## src/rtl/pu_pkg.sv

```systemverilog
// Shared types, defaults and helpers for the PU tile sequencer.
package pu_pkg;

    typedef enum logic [2:0] {
        ST_IDLE,
        ST_LAUNCH,
        ST_RUN,
        ST_DRAIN,
        ST_DONE
    } pu_seq_state_t;

    localparam int PU_NUM_IC    = 16;
    localparam int PU_NUM_OC    = 16;
    localparam int PU_MAX_TILES = 256;
    localparam int PU_DRAIN_W   = 4;
    localparam int PU_TO_W      = 16;

    // Low n bits set, clipped to w bits; callers size-cast to their mask width.
    function automatic logic [63:0] thermo_mask(input int unsigned n, input int unsigned w);
        logic [63:0] m;
        m = '0;
        for (int unsigned i = 0; i < 64; i++)
            m[i] = (i < n) && (i < w);
        return m;
    endfunction

endpackage

```

## src/rtl/pu_tile_sequencer_if.sv

```systemverilog
// Scheduler-side and index-buffer/APE-side signals of one PU tile sequencer.
interface pu_tile_sequencer_if #(
    parameter int NUM_IC  = 16,
    parameter int NUM_OC  = 16,
    parameter int TILE_W  = 9,
    parameter int DRAIN_W = 4,
    parameter int TO_W    = 16
);
    localparam int IC_W = $clog2(NUM_IC + 1);
    localparam int OC_W = $clog2(NUM_OC + 1);

    logic               start;
    logic               abort;
    logic [IC_W-1:0]    ic_num;
    logic [OC_W-1:0]    oc_num;
    logic [TILE_W-1:0]  tile_num;
    logic [DRAIN_W-1:0] drain_cycles;
    logic [TO_W-1:0]    timeout_limit;
    logic [NUM_IC-1:0]  line_finished;
    logic               done_ack;
    logic [NUM_IC-1:0]  in_line_start;
    logic [NUM_OC-1:0]  ape_enable;
    logic               busy;
    logic [TILE_W-1:0]  tile_idx;
    logic               total_finished;
    logic               error;

    modport master (
        output start, abort, ic_num, oc_num, tile_num, drain_cycles, timeout_limit,
               line_finished, done_ack,
        input  in_line_start, ape_enable, busy, tile_idx, total_finished, error
    );

    modport slave (
        input  start, abort, ic_num, oc_num, tile_num, drain_cycles, timeout_limit,
               line_finished, done_ack,
        output in_line_start, ape_enable, busy, tile_idx, total_finished, error
    );

endinterface

```

## src/rtl/pu_tile_sequencer_finish_tracker.sv

```systemverilog
// Sticky per-line finish accumulator; all_done also counts the current cycle's inputs.
module finish_tracker #(
    parameter int NUM_IC = 16
) (
    input  logic              clock,
    input  logic              reset,
    input  logic              clear,
    input  logic              enable,
    input  logic [NUM_IC-1:0] line_finished,
    input  logic [NUM_IC-1:0] mask,
    output logic              all_done
);
    logic [NUM_IC-1:0] acc;

    always_ff @(posedge clock) begin
        if (reset || clear)
            acc <= '0;
        else if (enable)
            acc <= acc | (line_finished & mask);
    end

    assign all_done = ((acc | (line_finished & mask)) == mask);

endmodule

```

## src/rtl/pu_tile_sequencer.sv

```systemverilog
// Multi-tile convolution pass sequencer for one PU.
//   state  | meaning
//   IDLE   | waiting for start, config not held
//   LAUNCH | one-cycle in_line_start pulse, tracker/watchdog cleared
//   RUN    | APEs enabled, waiting for every active line to finish
//   DRAIN  | APEs held enabled for drain_cycles after tile completion
//   DONE   | total_finished held until done_ack
module pu_tile_sequencer
    import pu_pkg::*;
#(
    parameter int NUM_IC    = PU_NUM_IC,
    parameter int NUM_OC    = PU_NUM_OC,
    parameter int MAX_TILES = PU_MAX_TILES,
    parameter int DRAIN_W   = PU_DRAIN_W,
    parameter int TO_W      = PU_TO_W
) (
    input  logic               clock,
    input  logic               reset,
    pu_tile_sequencer_if.slave bus
);
    localparam int TILE_W = $clog2(MAX_TILES + 1);

    pu_seq_state_t      state;
    logic [NUM_IC-1:0]  ic_mask_q;
    logic [NUM_OC-1:0]  oc_mask_q;
    logic [TILE_W-1:0]  tile_num_q;
    logic [TILE_W-1:0]  tile_idx_q;
    logic [DRAIN_W-1:0] drain_q;
    logic [DRAIN_W-1:0] drain_cnt;
    logic [TO_W-1:0]    to_q;
    logic [TO_W-1:0]    wd_cnt;
    logic [NUM_IC-1:0]  in_line_start_q;
    logic [NUM_OC-1:0]  ape_enable_q;
    logic               busy_q;
    logic               total_finished_q;
    logic               error_q;
    logic               all_done;
    logic               tile_end;
    logic               more_tiles;

    finish_tracker #(.NUM_IC(NUM_IC)) u_finish (
        .clock         (clock),
        .reset         (reset),
        .clear         (state == ST_LAUNCH),
        .enable        (state == ST_RUN),
        .line_finished (bus.line_finished),
        .mask          (ic_mask_q),
        .all_done      (all_done)
    );

    assign tile_end   = ((state == ST_RUN) && all_done && (drain_q == '0)) ||
                        ((state == ST_DRAIN) && (drain_cnt == DRAIN_W'(1)));
    // One extra bit so tile_num = MAX_TILES compares without wrapping.
    assign more_tiles = (({1'b0, tile_idx_q} + (TILE_W+1)'(1)) < {1'b0, tile_num_q});

    always_ff @(posedge clock) begin
        if (reset || (bus.abort && state != ST_IDLE)) begin
            state            <= ST_IDLE;
            ic_mask_q        <= '0;
            oc_mask_q        <= '0;
            tile_num_q       <= '0;
            tile_idx_q       <= '0;
            drain_q          <= '0;
            drain_cnt        <= '0;
            to_q             <= '0;
            wd_cnt           <= '0;
            in_line_start_q  <= '0;
            ape_enable_q     <= '0;
            busy_q           <= 1'b0;
            total_finished_q <= 1'b0;
            error_q          <= 1'b0;
        end else begin
            case (state)
                ST_IDLE: begin
                    if (bus.start) begin
                        ic_mask_q  <= NUM_IC'(thermo_mask(32'(bus.ic_num), NUM_IC));
                        oc_mask_q  <= NUM_OC'(thermo_mask(32'(bus.oc_num), NUM_OC));
                        tile_num_q <= bus.tile_num;
                        drain_q    <= bus.drain_cycles;
                        to_q       <= bus.timeout_limit;
                        tile_idx_q <= '0;
                        busy_q     <= 1'b1;
                        error_q    <= 1'b0;
                        if (bus.ic_num == '0 || bus.oc_num == '0 || bus.tile_num == '0) begin
                            state            <= ST_DONE;
                            total_finished_q <= 1'b1;
                        end else begin
                            state           <= ST_LAUNCH;
                            in_line_start_q <= NUM_IC'(thermo_mask(32'(bus.ic_num), NUM_IC));
                        end
                    end
                end
                ST_LAUNCH: begin
                    in_line_start_q <= '0;
                    ape_enable_q    <= oc_mask_q;
                    wd_cnt          <= to_q;
                    state           <= ST_RUN;
                end
                ST_RUN: begin
                    if (all_done) begin
                        if (drain_q != '0) begin
                            state     <= ST_DRAIN;
                            drain_cnt <= drain_q;
                        end
                    end else if (to_q != '0 && wd_cnt == TO_W'(1)) begin
                        state            <= ST_DONE;
                        ape_enable_q     <= '0;
                        total_finished_q <= 1'b1;
                        error_q          <= 1'b1;
                    end else if (wd_cnt != '0) begin
                        wd_cnt <= wd_cnt - TO_W'(1);
                    end
                end
                ST_DRAIN: begin
                    if (drain_cnt != DRAIN_W'(1))
                        drain_cnt <= drain_cnt - DRAIN_W'(1);
                end
                ST_DONE: begin
                    if (bus.done_ack) begin
                        state            <= ST_IDLE;
                        busy_q           <= 1'b0;
                        total_finished_q <= 1'b0;
                        error_q          <= 1'b0;
                        tile_idx_q       <= '0;
                    end
                end
                default: state <= ST_IDLE;
            endcase

            // Post-tile step overrides the RUN/DRAIN next-state choices above.
            if (tile_end) begin
                drain_cnt    <= '0;
                ape_enable_q <= '0;
                if (more_tiles) begin
                    state           <= ST_LAUNCH;
                    tile_idx_q      <= tile_idx_q + TILE_W'(1);
                    in_line_start_q <= ic_mask_q;
                end else begin
                    state            <= ST_DONE;
                    total_finished_q <= 1'b1;
                end
            end
        end
    end

    assign bus.in_line_start  = in_line_start_q;
    assign bus.ape_enable     = ape_enable_q;
    assign bus.busy           = busy_q;
    assign bus.tile_idx       = tile_idx_q;
    assign bus.total_finished = total_finished_q;
    assign bus.error          = error_q;

endmodule

```

## src/flat_wrapper.sv

```systemverilog
// flat-port wrapper written by rule: the top's interface ports become plain ports
module pu_tile_sequencer_flat import pu_pkg::*;
#(
    parameter int NUM_IC    = PU_NUM_IC,
    parameter int NUM_OC    = PU_NUM_OC,
    parameter int MAX_TILES = PU_MAX_TILES,
    parameter int DRAIN_W   = PU_DRAIN_W,
    parameter int TO_W      = PU_TO_W
)
  (clock, reset, bus_start, bus_abort, bus_ic_num, bus_oc_num, bus_tile_num, bus_drain_cycles, bus_timeout_limit, bus_line_finished, bus_done_ack, bus_in_line_start, bus_ape_enable, bus_busy, bus_tile_idx, bus_total_finished, bus_error);
  pu_tile_sequencer_if #(.NUM_IC(NUM_IC), .NUM_OC(NUM_OC), .TILE_W(9), .DRAIN_W(DRAIN_W), .TO_W(TO_W)) bus_i ();
  input  logic clock;
  input  logic reset;
  input wire logic [$bits(bus_i.start)-1:0] bus_start;
  input wire logic [$bits(bus_i.abort)-1:0] bus_abort;
  input wire logic [$bits(bus_i.ic_num)-1:0] bus_ic_num;
  input wire logic [$bits(bus_i.oc_num)-1:0] bus_oc_num;
  input wire logic [$bits(bus_i.tile_num)-1:0] bus_tile_num;
  input wire logic [$bits(bus_i.drain_cycles)-1:0] bus_drain_cycles;
  input wire logic [$bits(bus_i.timeout_limit)-1:0] bus_timeout_limit;
  input wire logic [$bits(bus_i.line_finished)-1:0] bus_line_finished;
  input wire logic [$bits(bus_i.done_ack)-1:0] bus_done_ack;
  output wire logic [$bits(bus_i.in_line_start)-1:0] bus_in_line_start;
  output wire logic [$bits(bus_i.ape_enable)-1:0] bus_ape_enable;
  output wire logic [$bits(bus_i.busy)-1:0] bus_busy;
  output wire logic [$bits(bus_i.tile_idx)-1:0] bus_tile_idx;
  output wire logic [$bits(bus_i.total_finished)-1:0] bus_total_finished;
  output wire logic [$bits(bus_i.error)-1:0] bus_error;
  assign bus_i.start = bus_start;
  assign bus_i.abort = bus_abort;
  assign bus_i.ic_num = bus_ic_num;
  assign bus_i.oc_num = bus_oc_num;
  assign bus_i.tile_num = bus_tile_num;
  assign bus_i.drain_cycles = bus_drain_cycles;
  assign bus_i.timeout_limit = bus_timeout_limit;
  assign bus_i.line_finished = bus_line_finished;
  assign bus_i.done_ack = bus_done_ack;
  assign bus_in_line_start = bus_i.in_line_start;
  assign bus_ape_enable = bus_i.ape_enable;
  assign bus_busy = bus_i.busy;
  assign bus_tile_idx = bus_i.tile_idx;
  assign bus_total_finished = bus_i.total_finished;
  assign bus_error = bus_i.error;
  pu_tile_sequencer #(.NUM_IC(NUM_IC), .NUM_OC(NUM_OC), .MAX_TILES(MAX_TILES), .DRAIN_W(DRAIN_W), .TO_W(TO_W)) u_core (.clock(clock), .reset(reset), .bus(bus_i));
endmodule
```

## config.mk

```make
export PLATFORM = sky130hd
export DESIGN_NAME = pu_tile_sequencer_flat
export DESIGN_NICKNAME = d
export VERILOG_FILES = /design/src/rtl/pu_pkg.sv /design/src/rtl/pu_tile_sequencer_if.sv /design/src/rtl/pu_tile_sequencer_finish_tracker.sv /design/src/rtl/pu_tile_sequencer.sv /design/src/flat_wrapper.sv
export SDC_FILE = /design/constraint.sdc
export NUM_CORES = 1
export LEC_CHECK = 0
export ABC_CLOCK_PERIOD_IN_PS = 3800
export BUFFER_PORTS_ARGS = -buffer_cell sky130_fd_sc_hd__buf_2
export CAP_MARGIN = 20
export CELL_PAD_IN_SITES_DETAIL_PLACEMENT = 1
export CELL_PAD_IN_SITES_GLOBAL_PLACEMENT = 1
export CORE_MARGIN = 4
export CORE_UTILIZATION = 43
export DETAILED_ROUTE_END_ITERATION = 10
export PLACE_DENSITY_LB_ADDON = 0.05
export RECOVER_POWER = 50
export SYNTH_ARGS = -nofsm -noshare
export SYNTH_HDL_FRONTEND = slang
export SYNTH_SLANG_ARGS = --single-unit
```

## constraint.sdc

```tcl
create_clock -name clock -period 3.8 [get_ports clock]
set_clock_uncertainty 0.05 [all_clocks]
set_input_delay 0 -clock clock [delete_from_list [all_inputs] [get_ports clock]]
set_output_delay 0 -clock clock [all_outputs]
set_load 0.01 [all_outputs]
```

* Word-level counts from Yosys, hierarchy flattened *
Index checks and enable logic that the tools add are counted.

storage, ports and cells
  register bits = 144
  word-level logic and storage cells = 152
  output and inout bits = 44
  input port bits = 60

cells by class
  $lt $le $gt $ge = 33
  bitwise gates (word level) = 2
  $add $sub $neg = 4
  equality and inequality tests = 22
  reduce and logical (&&, ||, !) cells = 31
  mux-type cells = 45

operators with widths
  cell                   number
  $mux 16                9
  $pmux 16 s2            3
  $lt 4x5->1 const A     16
  $lt 3x5->1 const A     8
  $mux 9                 4
  $reduce_bool 16->1     2
  $mux 3                 8
  $lt 1x5->1 const A     4
  $lt 2x5->1 const A     4
  $pmux 9 s2             1
  $and 16x16->16         1
  $eq 16x1->1 const B    1
  $eq 16x16->1           1
  $or 16x16->16          1
  $sub 16x1->16 const B  1
  $pmux 3 s5             1
  $mux 1                 12
  $mux 4                 3
  $add 9x1->10 const B   1
  $logic_not 5->1        2
  $lt 10x9->1            1
  $ne 2x1->1 const B     5
  $ne 2x2->1 const B     5
  $reduce_and 5->1       2
  other kinds (24)       41

* Depth between registers and ports, before layout *
  word-level depth = 8
  gate-level depth with buffers = 12

* Cells and area by module *
A second synthesis with hierarchy kept.

second synthesis, totals
  cells, all modules = 885
  area, all modules = 7093.1 um^2

by module, submodules not included
  module             instances  area an instance (um^2)  seq. area each (um^2)  cells an instance
  pu_tile_sequencer  1          6312.3                   2562.5                 780
  finish_tracker     1          780.7                    320.3                  105

* Least setup slack after synthesis *
Ideal clock, no wire load.

  path kind = register to register
  start point = register u_core.tile_idx_q[0] (netlist: u_core.bus.tile_idx[0])
  end point = register u_core.in_line_start_q[0] (netlist: u_core.bus.in_line_start[0])
  slack = 0.862 ns
  required time = 3.678 ns
  period minus slack after synthesis = 2.938 ns
  library setup time = 0.072 ns
  cell stages (with the launch flop) = 13
  data arrival time = 2.817 ns
  path through = dfxtp_1 > ha_1 > nand3_1 > nor2_1 > xor2_1 > ha_1 > a21o_1 > a21o_1 > a211o_1 > nor2_1 > o21a_4 > buf_12 > mux2i_1

between the ends
  longest elaborated chain between the ends = 4

RTL lines
  what                    line                      source
  from (decl)             pu_tile_sequencer.sv:27   logic [TILE_W-1:0] tile_idx_q;
  from (signal assigned)  pu_tile_sequencer.sv:136  tile_idx_q <= tile_idx_q + TILE_W'(1);
  $add 9x1->10            pu_tile_sequencer.sv:54   assign more_tiles = (({1'b0, tile_idx_q} + (TILE_W+1)'(1)) < {1'b0, tile_num_q});
  $lt 10x9->1             pu_tile_sequencer.sv:54
  $mux 16                 pu_tile_sequencer.sv:134  if (more_tiles) begin
  $mux 16                 pu_tile_sequencer.sv:131  if (tile_end) begin
  to (signal assigned)    pu_tile_sequencer.sv:89   in_line_start_q <= NUM_IC'(thermo_mask(32'(bus.ic_num), NUM_IC));
  to (signal assigned)    pu_tile_sequencer.sv:137  in_line_start_q <= ic_mask_q;
  to (decl)               pu_tile_sequencer.sv:32   logic [NUM_IC-1:0] in_line_start_q;

No other way between the ends.
A chain may end at the register's enable or synchronous reset.

* Worst setup path in the final report *
  start point = register u_core.tile_idx_q[0] (netlist: u_core.bus.tile_idx[0])
  end point = register u_core.in_line_start_q[2] (netlist: u_core.bus.in_line_start[2])

Same word-level chain as after synthesis.

==> reports/results.ini <==
[status]
outcome = finished with violations
violations = capacitance limit, slew limit

[setup_path]
worstPathCellList = ha_1 -> nand3_1 -> nor2_1 -> xor2_1 -> ha_1 -> a21o_1 -> a21o_1 -> a211o_1 -> nor2_1 -> o21a_4 -> mux2i_1
reg2reg_setup_slack_ns = 0.32
cp_num_cells = 11
crit_end = u_core.bus.in_line_start[2]
start_kind = register
slowest_delay_ns = 0.46
worst-r2r-cell-count = 11
r2r-end = u_core.bus.in_line_start[2]
slowest_stage = o21a_4
critPathKind = register to register
crit_path_end_kind = register
r2r_start = u_core.bus.tile_idx[0]
critical-path-top-delay-family = compound AO/OA/AOI/OAI gates
cp-startpoint = u_core.bus.tile_idx[0]
crit_path_max_fanout = 21
cp.required_ns = 4.09
crit_buf_inv = 0
arrival_ns = 3.77

[sta]
setup_tns_ns = 0
rsz0062_at_grt = false
slew_headroom = -0.425
max_slew.worst_pin.slew_ns = 2.14
fin_hold_ws_ns = 0.0281
fin_crit_sh = 0.915
setup_violations = 0
finalMaxSlewViolations = 120
timing.fmax_mhz = 288
hold_viol = 0
final.min_clock_period_ns = 3.48

[finish]
design_area_um2 = 8920
stdcell_count = 1204
register_area_um2 = 2880
antenna_cells = 0
utilization = 0.538
layout-drive-gt1-share = 0.138
fin_nets = 1045
multiInputGateArea_um2 = 4020
fill_cells = 1968
syn_to_final_growth_pct = 23.0

[cts]
clk_path_buf_depth = 2
clock_latency_ns = 0.43
cts_root_buffer = clkbuf_16
ctsResizeCount = 0
cts_setup_buffers = 0
cts_made_buffers = 17
clock-sinks = 144
htreeDepth = 4
path_clk_slew_ns = 0.07
cts_tree = done

[pwr]
pwr_density_cell_nw_per_um2 = 519
power_leakage_nw = 3.32
vdd.ir_drop.worst_mv = 0.315

[global_routing]
grt_max_degree = 79
track_usage = 0.247
grt_pass1_wl_um = 37300
antenna_found_initial = 0
overflow = 0
grt_pass1_vias = 7241

[die]
core_um2 = 16600
rows = 47
die_w_um = 138
dieArea_um2 = 19000
start_util = 0.438
die_y_um = 138
io-pin-count = 104

[logic_synthesis]
synth_top_family_by_area = simple AND/OR/NAND/NOR gates
yosysWarnings = 0
async_flop_share = 0
synthCells = 841
synth.avg_cell_area_um2 = 8.63
seq_area_frac_synth = 0.397
synth_cell_type_count = 76
yosys_register_bits = 144
synthMuxAreaShare = 0.0276
synth_nets = 915
synth_compound_area_frac = 0.242
synthSimpleGateAreaFrac = 0.249
synth.cell_area_um2 = 7260
synth-edff-count = 0
synth_top_flop_cell = dfxtp_1
synth-xor-area-share = 0.00845
synth_fa_ha_area_frac = 0.0241

[placement]
hpwl_um = 15800
postPlaceCellArea_um2 = 7840
place_congestion = 0.802
dp.cells = 1114
io_buffers = 103

[drt]
drc = 0
vias_per_cell = 5.76
ant_nets = 0
drt_wl_total_um = 23000
drtIter0Drc = 408
drt_first_pass_iters = 5
vias = 6939
avgRoutedWirePerCell_um = 19.1

[min_path]
hold_path_depth = 3
hold_path_startpoint = bus_ic_num[2]
hold_path_class = input pin to register

[job]
cap_violations = 2

==> repair_timing <==
item,in CTS,in global routing
endpoints found under the hold margin,64,0
hold buffers,57,0
setup endpoints to repair,0,0
==> sequential cells by signal (all words and copies together), names as in the netlist, 3 cells and up <==
register and count:
u_core.drain_cnt 4, u_core.to_q 16, u_core.state 3, u_core.bus.in_line_start 16, u_core.bus.ape_enable 16, u_core.bus.tile_idx 9, u_core.u_finish.acc 16, u_core.ic_mask_q 16
u_core.wd_cnt 16, u_core.oc_mask_q 16, u_core.drain_q 4, u_core.tile_num_q 9
==> tightest hold or removal path, cell delays in order <==
cell and delay, ns:
buf_2 0.16, a31oi_1 0.18, a211oi_1 0.10
==> worst min-delay path by stage <==
stage / to / slack, ns
CTS: u_core.ic_mask_q[6] / 0.01
detailed placement: u_core.to_q[13] / 0.20
global placement: u_core.to_q[7] / 0.19
finish: u_core.ic_mask_q[6] / 0.03
floorplan: u_core.tile_num_q[0] / 0.09
global route: u_core.ic_mask_q[2] / 0.07
==> area by class of cell <==
cell class              count  share of cell area
clock buffers              17              0.0477
clock inverters            15              0.0154
inverters                  18             0.00757
multi-input cells         618               0.450
flip-flops and latches    144               0.323
well taps                 220              0.0308
repair buffers            172               0.125
==> per-stage QoR <==
step,power [W],worst slack [ns]
after detailed placement,0.00298,0.400
after CTS,0.00467,0.347
final,0.00463,0.322
after global placement,0.00293,0.598
after floorplan,0.00262,0.862
after global routing,0.00487,0.0662
==> cells in the mapped netlist, types with 19 or more instances <==
master,instances,share of area
a31oi_1,24,0.021
nand3_1,23,0.016
a211oi_1,19,0.020
clkbuf_1,33,0.017
o211ai_1,19,0.020
dfxtp_1,144,0.40
nor2_1,71,0.037
nor3b_1,22,0.023
nor3_1,19,0.013
nand2_1,131,0.068
mux2i_1,20,0.028
a21oi_1,62,0.043
==> where the power goes <==
part,switching (W),internal [W]
Sequential,0.000148,0.00166
Clock,0.000759,0.000871
Combinational,0.000759,0.000437
Total,0.00167,0.00297
==> layout by cell type (no fill, tap or decap), drive strengths merged, types with 6 or more instances in the layout <==
cell           n
inv           31
mux2i         20
or4            7
buf           69
o31ai         12
a32o          16
nor3          22
ha            14
a31oi         25
nand2b         6
o2bb2ai       15
clkbuf        63
o21ai         11
dfxtp        144
or2            7
and3           6
nand2        133
nor2          72
nor3b         22
dlygate4sd3   57
nand3         23
nor4          16
nor2b         11
a211oi        19
a21oi         62
o211ai        19
==> metal layers <==
metal	GRT usage	share of wire
met3	0.0399	0.035
met4	0.0642	0.010
met2	0.434	0.50
met1	0.317	0.46
met5	0	0
==> logic make-up (layout without fill, tap and decap cells) <==
logic type               Yosys count  after routing
multiplexers                      20             20
flip-flops                       144            144
adder cells (fa/ha/maj)           14             14
buffers and inverters             79            222
XOR/XNOR                           7              7
AND/OR/NAND/NOR                  347            347
AO/OA/AOI/OAI                    230            230
Power figures use the tool's default switching activity.
